--- src/rtl/mem_access_ctrl.sv ---
// MEM-stage data-memory responder: issues req/ack bus accesses for loads and
// stores, stalls the pipeline while one is outstanding, and flags faults.
module mem_access_ctrl #(
    parameter int unsigned TIMEOUT  = 16,
    parameter logic [31:0] ERR_DATA = 32'h0000_0000
) (
    input  logic        clock,
    input  logic        reset_n,
    input  logic        MemRead_in,
    input  logic        MemWrite_in,
    input  logic [31:0] ALUResult_in,
    input  logic [31:0] Write_data_in,
    input  logic [4:0]  WriteReg_in,
    input  logic        MemToReg_in,
    input  logic        RegWrite_in,
    output logic        mem_req,
    output logic        mem_we,
    output logic [31:0] mem_addr,
    output logic [31:0] mem_wdata,
    input  logic        mem_ack,
    input  logic [31:0] mem_rdata,
    output logic        Stall,
    output logic [31:0] Read_data_out,
    output logic [31:0] ALUResult_out,
    output logic [4:0]  WriteReg_out,
    output logic        MemToReg_out,
    output logic        RegWrite_out,
    output logic        Align_fault,
    output logic        Bus_timeout
);

    typedef enum logic [1:0] {
        IDLE,
        WAIT,
        RESP
    } state_t;

    state_t      state_q, state_d;
    logic [7:0]  cnt_q, cnt_d;
    logic        we_q, we_d;
    logic [31:0] addr_q, addr_d;
    logic [31:0] wdata_q, wdata_d;
    logic [31:0] rdata_q, rdata_d;
    logic        align_q, align_d;
    logic        timeout_q, timeout_d;

    logic op;
    logic aligned;
    logic misIdle;

    assign op      = MemRead_in | MemWrite_in;
    assign aligned = (ALUResult_in[1:0] == 2'b00);
    assign misIdle = (state_q == IDLE) & op & ~aligned;

    always_ff @(posedge clock or negedge reset_n) begin
        if (!reset_n) begin
            state_q   <= IDLE;
            cnt_q     <= 8'd0;
            we_q      <= 1'b0;
            addr_q    <= 32'd0;
            wdata_q   <= 32'd0;
            rdata_q   <= 32'd0;
            align_q   <= 1'b0;
            timeout_q <= 1'b0;
        end else begin
            state_q   <= state_d;
            cnt_q     <= cnt_d;
            we_q      <= we_d;
            addr_q    <= addr_d;
            wdata_q   <= wdata_d;
            rdata_q   <= rdata_d;
            align_q   <= align_d;
            timeout_q <= timeout_d;
        end
    end

    // Fault flags default low so each one lasts exactly one cycle.
    always_comb begin
        state_d   = state_q;
        cnt_d     = cnt_q;
        we_d      = we_q;
        addr_d    = addr_q;
        wdata_d   = wdata_q;
        rdata_d   = rdata_q;
        align_d   = 1'b0;
        timeout_d = 1'b0;
        case (state_q)
            IDLE: begin
                if (op && aligned) begin
                    addr_d  = ALUResult_in;
                    we_d    = MemWrite_in;
                    wdata_d = Write_data_in;
                    cnt_d   = 8'd0;
                    state_d = WAIT;
                end else if (op) begin
                    align_d = 1'b1;
                    rdata_d = 32'd0;
                end
            end
            WAIT: begin
                if (mem_ack) begin
                    if (!we_q) begin
                        rdata_d = mem_rdata;
                    end
                    state_d = RESP;
                end else if (cnt_q == 8'(TIMEOUT - 1)) begin
                    rdata_d   = ERR_DATA;
                    timeout_d = 1'b1;
                    state_d   = RESP;
                end else begin
                    cnt_d = cnt_q + 8'd1;
                end
            end
            RESP: begin
                state_d = IDLE;
            end
            default: begin
                state_d = IDLE;
            end
        endcase
    end

    // mem_req decodes straight from state so an async reset drops it at once.
    assign mem_req       = (state_q == WAIT);
    assign mem_we        = we_q;
    assign mem_addr      = addr_q;
    assign mem_wdata     = wdata_q;
    assign Stall         = ((state_q == IDLE) & op & aligned) | (state_q == WAIT);
    assign Read_data_out = rdata_q;
    assign Align_fault   = align_q;
    assign Bus_timeout   = timeout_q;
    assign ALUResult_out = ALUResult_in;
    assign WriteReg_out  = WriteReg_in;
    assign MemToReg_out  = MemToReg_in;
    assign RegWrite_out  = RegWrite_in & ~misIdle & ~((state_q == RESP) & timeout_q);

endmodule

--- config.mk ---
export PLATFORM = sky130hd
export DESIGN_NAME = mem_access_ctrl
export DESIGN_NICKNAME = d
export VERILOG_FILES = /design/src/rtl/mem_access_ctrl.sv
export SDC_FILE = /design/constraint.sdc
export NUM_CORES = 1
export LEC_CHECK = 0
export CORE_MARGIN = 2
export CORE_UTILIZATION = 37
export DETAILED_ROUTE_END_ITERATION = 7
export PLACE_DENSITY = 0.72
export SYNTH_ARGS = -nofsm -noshare
export SYNTH_HDL_FRONTEND = slang
export SYNTH_SLANG_ARGS = --single-unit
--- constraint.sdc ---
create_clock -name clock -period 2.6 [get_ports clock]
set_input_delay 0.26 -clock clock [delete_from_list [all_inputs] [get_ports clock]]
set_output_delay 0.26 -clock clock [all_outputs]
set_load 0.005 [all_outputs]
# Word-level counts from Yosys, hierarchy flattened
# Index checks and enable logic that the tools add are counted.
dict set report classes {
  n_addsub 1
  n_eq_ne 10
  muxes 20
  n_bitwise 11
  reduce_logical 8
}
# op n
set ops {}
lappend ops {{$mux 32} 5}
lappend ops {{$pmux 32 s2} 1}
lappend ops {{$mux 8} 3}
lappend ops {{$pmux 8 s2} 1}
lappend ops {{$add 8x1->8 const B} 1}
lappend ops {{$eq 8x4->1 const B} 1}
lappend ops {{$ne 2x2->1 const B} 4}
lappend ops {{$and 1x1->1} 6}
lappend ops {{$mux 1} 6}
lappend ops {{$mux 2} 3}
lappend ops {{$reduce_and 5->1} 1}
lappend ops {{$logic_not 2->1} 2}
lappend ops {{$pmux 2 s2} 1}
lappend ops {{$reduce_and 2->1} 2}
lappend ops {{$reduce_and 4->1} 1}
lappend ops {{$ne 3x1->1 const B} 1}
lappend ops {{$ne 3x3->1 const B} 1}
lappend ops {{$not 1->1} 3}
lappend ops {{$eq 2x1->1 const B} 1}
lappend ops {{$eq 2x2->1 const B} 1}
lappend ops {{$ne 2x1->1 const B} 1}
lappend ops {{$or 1x1->1} 2}
lappend ops {{$reduce_bool 2->1} 1}
lappend ops {{$logic_and 1x1->1} 1}
dict set report totals {
  register_bits 109
  out_inout_bits 140
  elab_cells 58
}

# Logic depth before layout (Yosys ltp)
# Gate-level depths: netlist (run 1).
dict set report depth {
  depth_word 6
  mapped_depth 8
  depth_no_buf 6
}

# Worst setup path after synthesis (run 1)
# No wires, ideal clock.
dict set report synth_path {
  kind {flip-flop to flip-flop}
  start {reg cnt_q[0]}
  end {reg rdata_q[10] (netlist: Read_data_out[10])}
  setup_time_ns 0.079
  arrival_time_ns 1.899
  t_required_ns 2.521
  path_slack_ns 0.622
  path_stages_with_launch 8
  cell_sequence {dfrtp_1 ha_1 and3_2 buf_2 a211oi_4 a2111oi_4 buf_6 mux2i_1}
}
dict set report synth_via {
  elab_chain_len 3
}
# item line
set synth_rtl {}
lappend synth_rtl {{from (decl)} 39} ;# logic [7:0] cnt_q, cnt_d;
lappend synth_rtl {{from (signal assigned)} 67} ;# cnt_q <= cnt_d;
lappend synth_rtl {{$eq 8x4->1} 106} ;# end else if (cnt_q == 8'(TIMEOUT - 1)) begin
lappend synth_rtl {{$ne 3x1->1 (no line)} n/a}
lappend synth_rtl {{$reduce_and 5->1 (no line)} n/a}
lappend synth_rtl {{to (signal assigned)} 71} ;# rdata_q <= rdata_d;
lappend synth_rtl {{to (decl)} 43} ;# logic [31:0] rdata_q, rdata_d;
# Every way passes these cells.
# A chain may end at the register's enable or synchronous reset.

# Worst setup path in the final report (run 1)
dict set report layout_path {
  start {reg cnt_q[5]}
  end {reg rdata_q[7] (netlist: Read_data_out[7])}
}
# The elaborated chain is that of the path after synthesis.

==> out/qor.yml, run 1 <==
outcome: "finished clean"
fin_ws_ns: 0.373
drc: 0
drt-wirelength-per-cell_um: 15.6
final_cells: 755
via_count: 3441
min_period_ns: 2.23
grt_use_total: 0.174
root_buffer: "clkbuf_16"
max_freq_ghz: 0.449
post_dp_cell_area_um2: 7050
grt_pass1_vias: 3719
io_buffers: 235
required_ns: 2.87
cap_violations: 0
dp_cells: 740
clkTransAtPathRegs_ns: 0.07
synth_compound_area_frac: 0.0352
area_growth_pct: 53.9
io_pins: 248
fin_area_um2: 7330
finalWeightedCongestion: 0.805
cts_resized: 0
ys_warn_count: 0
cp_max_fo: 24
cts_max_level: 3
synth_cell_type_count: 31
die_w_um: 117
seq_area_frac_synth: 0.573
power_density_nw_per_um2: 684
yosys.area_share.xor_xnor: 0
worstReg2RegStart: "cnt_q[5]"
synthCells: 379
rsz0062_at_grt: "no"
maxSlewViolCount: 0
utilization: 0.583
drt_iter0_markers: 119
ys_ff_latch: 109
nets: 689
cp.arrival_ns: 2.49
antenna_found_initial: 0
clock_sinks: 109
p_leak_nw: 3.16
path_cells: "nor4_4 -> a211oi_4 -> a2111oi_4 -> buf_4 -> mux2i_1"
dp_hpwl_um: 8740
yosys.area_share.simple: 0.0657
numCtsBuffers: 9
synth_adder_area_share: 0.00263
cts_tree: "yes"
die-area_um2: 13800
reg2regPathDepth: 5
hp-class: "primary input to asynchronous set/reset pin"
drive_gt1_frac: 0.165
syn_avg_cell_area_um2: 12.6
clock_path_buffers: 2
dp_slack_ns: 0.375
min_period_over_period: 0.857
p_total_mw: 5.01
mappedNetlistNets: 488
synth_top_family_by_area: "multiplexers"
critPathSlowestCell: "dfrtp_1"
worst_setup_path_end_kind: "flip-flop"
setup_viol: 0
worst_pin_slew_ns: 0.559
viasPerCell: 4.56
fillCellCount: 1070
netlist_area_um2: 4760
core-area_um2: 12600
insertion_delay_ns: 0.35
drt-total-wl_um: 11700
grt_max_degree: 44
r2r-end: "Read_data_out[7]"
start_util: 0.379
dr.pass1.iters: 4
grt_first_pass_wirelength_um: 19100
diodes: 0
fin_worst_skew_ns: 0.00470
max_slew_margin: 0.627
worst-setup-path-type: "flip-flop to flip-flop"
synthMuxAreaShare: 0.218
slowest_delay_ns: 0.46
whs_ns: 0.461
startpoint_type: "flip-flop"
hold_violations: 0
setup_tns_ns: 0
die_y_um: 117
vdd_drop_max_v: 0.000381
grt_remaining_overflow: 0
r2r_slack_ns: 0.37
antenna_left: 0
rows: 41
[cell usage after synthesis]
| master | number | area share |
|---|---|---|
| a31oi_1 | 1 | 0.0013 |
| mux2_2 | 63 | 0.15 |
| nand3_1 | 4 | 0.0042 |
| nand2_1 | 38 | 0.030 |
| clkbuf_1 | 11 | 0.0087 |
| nor3_1 | 5 | 0.0053 |
| a211oi_4 | 1 | 0.0042 |
| o22ai_1 | 1 | 0.0013 |
| ha_1 | 1 | 0.0026 |
| buf_6 | 3 | 0.0071 |
| nor2_1 | 3 | 0.0024 |
| and4_2 | 1 | 0.0021 |
| mux2i_1 | 33 | 0.069 |
| a211o_2 | 2 | 0.0042 |
| o21ai_0 | 2 | 0.0021 |
| or2b_2 | 1 | 0.0018 |
| inv_1 | 35 | 0.028 |
| nand4_1 | 1 | 0.0013 |
| o21a_1 | 2 | 0.0032 |
| dfrtp_1 | 109 | 0.57 |
| a211o_1 | 2 | 0.0037 |
| and3_1 | 2 | 0.0026 |
| a21oi_1 | 6 | 0.0063 |
| o211ai_1 | 1 | 0.0016 |
| a21boi_0 | 1 | 0.0016 |
| a2111oi_4 | 1 | 0.0058 |
| nor4_4 | 1 | 0.0045 |
| and3_2 | 4 | 0.0063 |
| buf_2 | 2 | 0.0021 |
| and2_1 | 4 | 0.0053 |
| buf_4 | 38 | 0.060 |
[worst max path at each step]
| stage | start | to | slack [ns] | cells after the start |
|---|---|---|---|---|
| final | cnt_q[5] | Read_data_out[7] | 0.37 | 5 |
| after detailed placement | cnt_q[5] | Read_data_out[7] | 0.37 | 5 |
| after floorplan | cnt_q[0] | Read_data_out[10] | 0.62 | 7 |
| after CTS | cnt_q[5] | Read_data_out[7] | 0.35 | 5 |
| after global routing | cnt_q[5] | Read_data_out[19] | 0.20 | 5 |
| after global placement | MemWrite_in | RegWrite_out | 0.44 | 5 |
[power breakdown]
part / switching [mW] / internal, mW
registers: 0.183 / 2.04
clock network: 0.575 / 0.689
logic: 0.488 / 1.04
total: 1.25 / 3.77
[cells by family (layout without fill, tap and decap cells)]
group	Yosys count	count (layout)
flip-flops	109	109
multiplexers	96	96
buffers and inverters	89	293
AND/OR/NAND/NOR	64	64
AO/OA/AOI/OAI	20	20
adder cells (fa/ha/maj)	1	1
[layer usage]
metal  up-vias  share of wire  wire length, um  track usage
met4         0          0.025              293       0.0791
met3        22           0.11             1240       0.0746
met1      1633           0.41             4810        0.202
li1       1625              -                -            -
met2       161           0.46             5390        0.281
met5         -              0                0            0
[area by class of cell]
cell class,count,area (um^2),area share
sequential,109,2730,0.372
timing repair buffer,244,2460,0.335
multi-input combinational,181,1530,0.209
clock buffer,12,256,0.0350
tap,172,215,0.0294
inverter,35,131,0.0179
clock inverter,2,10.0,0.00137
[state kept, by name, indices dropped and copies added (netlist names)]
signal         flops
mem_wdata         32
Align_fault        1
cnt_q              8
mem_addr          32
mem_we             1
Bus_timeout        1
state_q            2
Read_data_out     32
[placed cells by master, fill, tap and decap left out]
cell             instances
buf_12                   3
inv_1                   35
o21ai_0                  2
nand3_1                  4
clkbuf_8                 2
buf_4                    6
nor2_1                   3
and3_2                   4
mux2i_1                 33
nand4_1                  1
a211oi_4                 1
and4_2                   1
nor4_4                   1
clkdlybuf4s50_1        234
mux2_2                  63
a211o_2                  2
dlygate4sd3_1            1
dfrtp_1                109
clkbuf_1                 1
and3_1                   2
o21a_1                   2
a21oi_1                  6
and2_1                   4
a2111oi_4                1
nand2_1                 38
or2b_2                   1
a211o_1                  2
clkinv_2                 2
o211ai_1                 1
a21boi_0                 1
a31oi_1                  1
o22ai_1                  1
nor3_1                   5
clkbuf_16                9
ha_1                     1
[worst max-delay path, delay by kind of cell, from the launching register on]
kind,cells,cell delay (ns)
muxes,1,0.25
buffers and inverters,1,0.44
AOI/OAI and AO/OA,2,0.55
DFF,1,0.46
and+or+nand+nor,1,0.44
[timing repair]
item,4_1_cts,5_1_grt
hold buffers,1,0
buffers inserted,0,0
endpoints found under the hold margin,41,0
setup endpoints to repair,0,0
Note: power is estimated with default switching activity, not from simulation.
==> inputs of run 2 (changes only) <==
--- a/config.mk
+++ b/config.mk
@@ -5,6 +5,7 @@
 export SDC_FILE = /design/constraint.sdc
 export NUM_CORES = 1
 export LEC_CHECK = 0
+export CAP_MARGIN = 20
 export CORE_MARGIN = 2
 export CORE_UTILIZATION = 37
 export DETAILED_ROUTE_END_ITERATION = 7
==> constraint.sdc (replaced) <==
create_clock -name clock -period 2.6 [get_ports clock]
set_input_delay 0.26 -clock clock [delete_from_list [all_inputs] [get_ports clock]]
set_output_delay 0.26 -clock clock [all_outputs]
set_load 0.01 [all_outputs]
==> run 2 against run 1 <==
Compared with the run above: sequential power is essentially flat; fmax down 3.8%; die area is the same; clock skew is essentially flat; combinational power rose by 8%; routed wire length shrank 2.5%; register-to-register slack improved by 0.03 ns; non-clock buffer count did not move; cell count up 0.26%; critical endpoint is now RegWrite_out.
==> out/qor.yml, run 2 (synthesized netlist as in run 1, its figures left out) <==
start_util: 0.379
power_density_nw_per_um2: 713
cp_max_fo: 3
clock_path_buffers: 2
worst-setup-path-type: "primary input to primary output"
finalWeightedCongestion: 0.773
r2r-end: "Read_data_out[6]"
worstReg2RegStart: "cnt_q[5]"
final_cells: 757
viasPerCell: 4.59
via_count: 3478
worst_setup_path_end_kind: "primary output"
dp_cells: 740
max_freq_ghz: 0.432
io_buffers: 235
die_w_um: 117
setup_tns_ns: 0
rows: 41
diodes: 0
mostFrequentLayoutCell: "clkdlybuf4s50_1"
vdd_drop_max_v: 0.000355
hold_violations: 0
maxSlewViolCount: 0
slowest_delay_ns: 0.57
cts_max_level: 3
drt-wirelength-per-cell_um: 15.1
grt_first_pass_wirelength_um: 18900
insertion_delay_ns: 0.34
cts_tree: "yes"
worst_path_dominant_cell_family: "buffers and inverters"
grt_remaining_overflow: 0
grt_use_total: 0.171
io_pins: 248
grt_pass1_vias: 3692
min_period_ns: 2.32
hp-class: "primary input to asynchronous set/reset pin"
numCtsBuffers: 9
grt.met2_usage: 0.274
fillCellCount: 1069
drt-total-wl_um: 11400
grtUsageMet1: 0.204
drc: 0
area_growth_pct: 54.1
cp.arrival_ns: 2.06
worst_pin_slew_ns: 0.482
antenna_left: 0
rsz0062_at_grt: "no"
outcome: "finished clean"
startpoint_type: "primary input"
grt_max_degree: 50
dr.pass1.iters: 4
antenna_found_initial: 0
cp_common_cell: "clkdlybuf4s50_1"
min_period_over_period: 0.891
root_buffer: "clkbuf_16"
post_dp_cell_area_um2: 7040
critPathSlowestCell: "clkdlybuf4s50_1"
die-area_um2: 13800
p_leak_nw: 3.16
top_usage_layer: "met2"
fin_area_um2: 7340
clkTransAtPathRegs_ns: 0.06
drive_gt1_frac: 0.161
r2r_slack_ns: 0.40
path_cells: "clkdlybuf4s50_1 -> o22ai_1 -> o21ai_0 -> a21boi_0 -> clkdlybuf4s50_1"
fin_worst_skew_ns: 0.00474
cap_violations: 0
reg2regPathDepth: 5
nets: 689
clock_sinks: 109
final_cell_mix: "234 x clkdlybuf4s50_1, 109 x dfrtp_1, 63 x mux2_2, 38 x nand2_1, 35 x inv_1"
core-area_um2: 12600
cp_num_buf_inv: 2
required_ns: 2.34
grt_use_met3: 0.0678
dp_hpwl_um: 8770
setup_viol: 0
die_y_um: 117
drt_iter0_markers: 71
max_slew_margin: 0.678
run 2: changes by cell type in the layout (fill, tap and decap cells not counted):
cell       before  now
buf_4           6    7
buf_12          3    2
clkbuf_1        1    5
clkbuf_8        2    1
bufinv_16       0    1
clkinv_2        2    0
run 2: routing by layer:
layer,vias up,part of all wire
met5,-,0
met4,0,0.025
met3,21,0.10
met2,161,0.47
met1,1677,0.40
li1,1619,-
run 2: what timing repair did:
item	CTS	global route
buffers inserted	0	0
endpoints found under the setup margin	0	0
hold endpoints to repair	30	0
resized for setup	0	0
hold buffers	1	0
run 2: how the worst max path moves through the flow:
stage | slack (ns) | endpoint | depth (start not counted) | start
5_1_grt | 0.21 | RegWrite_out | 5 | MemWrite_in
6_report | 0.28 | RegWrite_out | 5 | MemWrite_in
3_5_place_dp | 0.32 | RegWrite_out | 5 | MemWrite_in
4_1_cts | 0.31 | RegWrite_out | 5 | MemWrite_in
2_1_floorplan | 0.62 | Read_data_out[10] | 7 | cnt_q[0]
3_3_place_gp | 0.41 | RegWrite_out | 5 | MemWrite_in
run 2: layout make-up:
cell class | count | area, um^2 | area share
sequential | 109 | 2730 | 0.372
timing repair buffer | 244 | 2440 | 0.333
multi-input combinational | 181 | 1530 | 0.209
clock buffer | 15 | 258 | 0.0351
tap | 172 | 215 | 0.0293
inverter | 35 | 131 | 0.0179
clock inverter | 1 | 30.0 | 0.00409
run 2: metrics by stage:
| step | util | setup WS [ns] | power, mW | hold slack, ns |
|---|---|---|---|---|
| finish | 0.584 | 0.284 | 5.24 | 0.400 |
| global route | 0.584 | 0.206 | 5.53 | 0.437 |
| CTS | 0.584 | 0.307 | 5.31 | 0.399 |
| detailed placement | 0.560 | 0.317 | 3.94 | 0.228 |
| global placement | 0.560 | 0.411 | 3.89 | 0.226 |
| floorplan | - | 0.622 | 2.94 | -0.0356 |
run 2: power breakdown:
group | switching, mW | internal (mW) | leakage (nW) | total, mW
Combinational | 0.621 | 1.04 | 1.65 | 1.66
Sequential | 0.181 | 2.04 | 1.37 | 2.22
Clock | 0.577 | 0.776 | 0.138 | 1.35
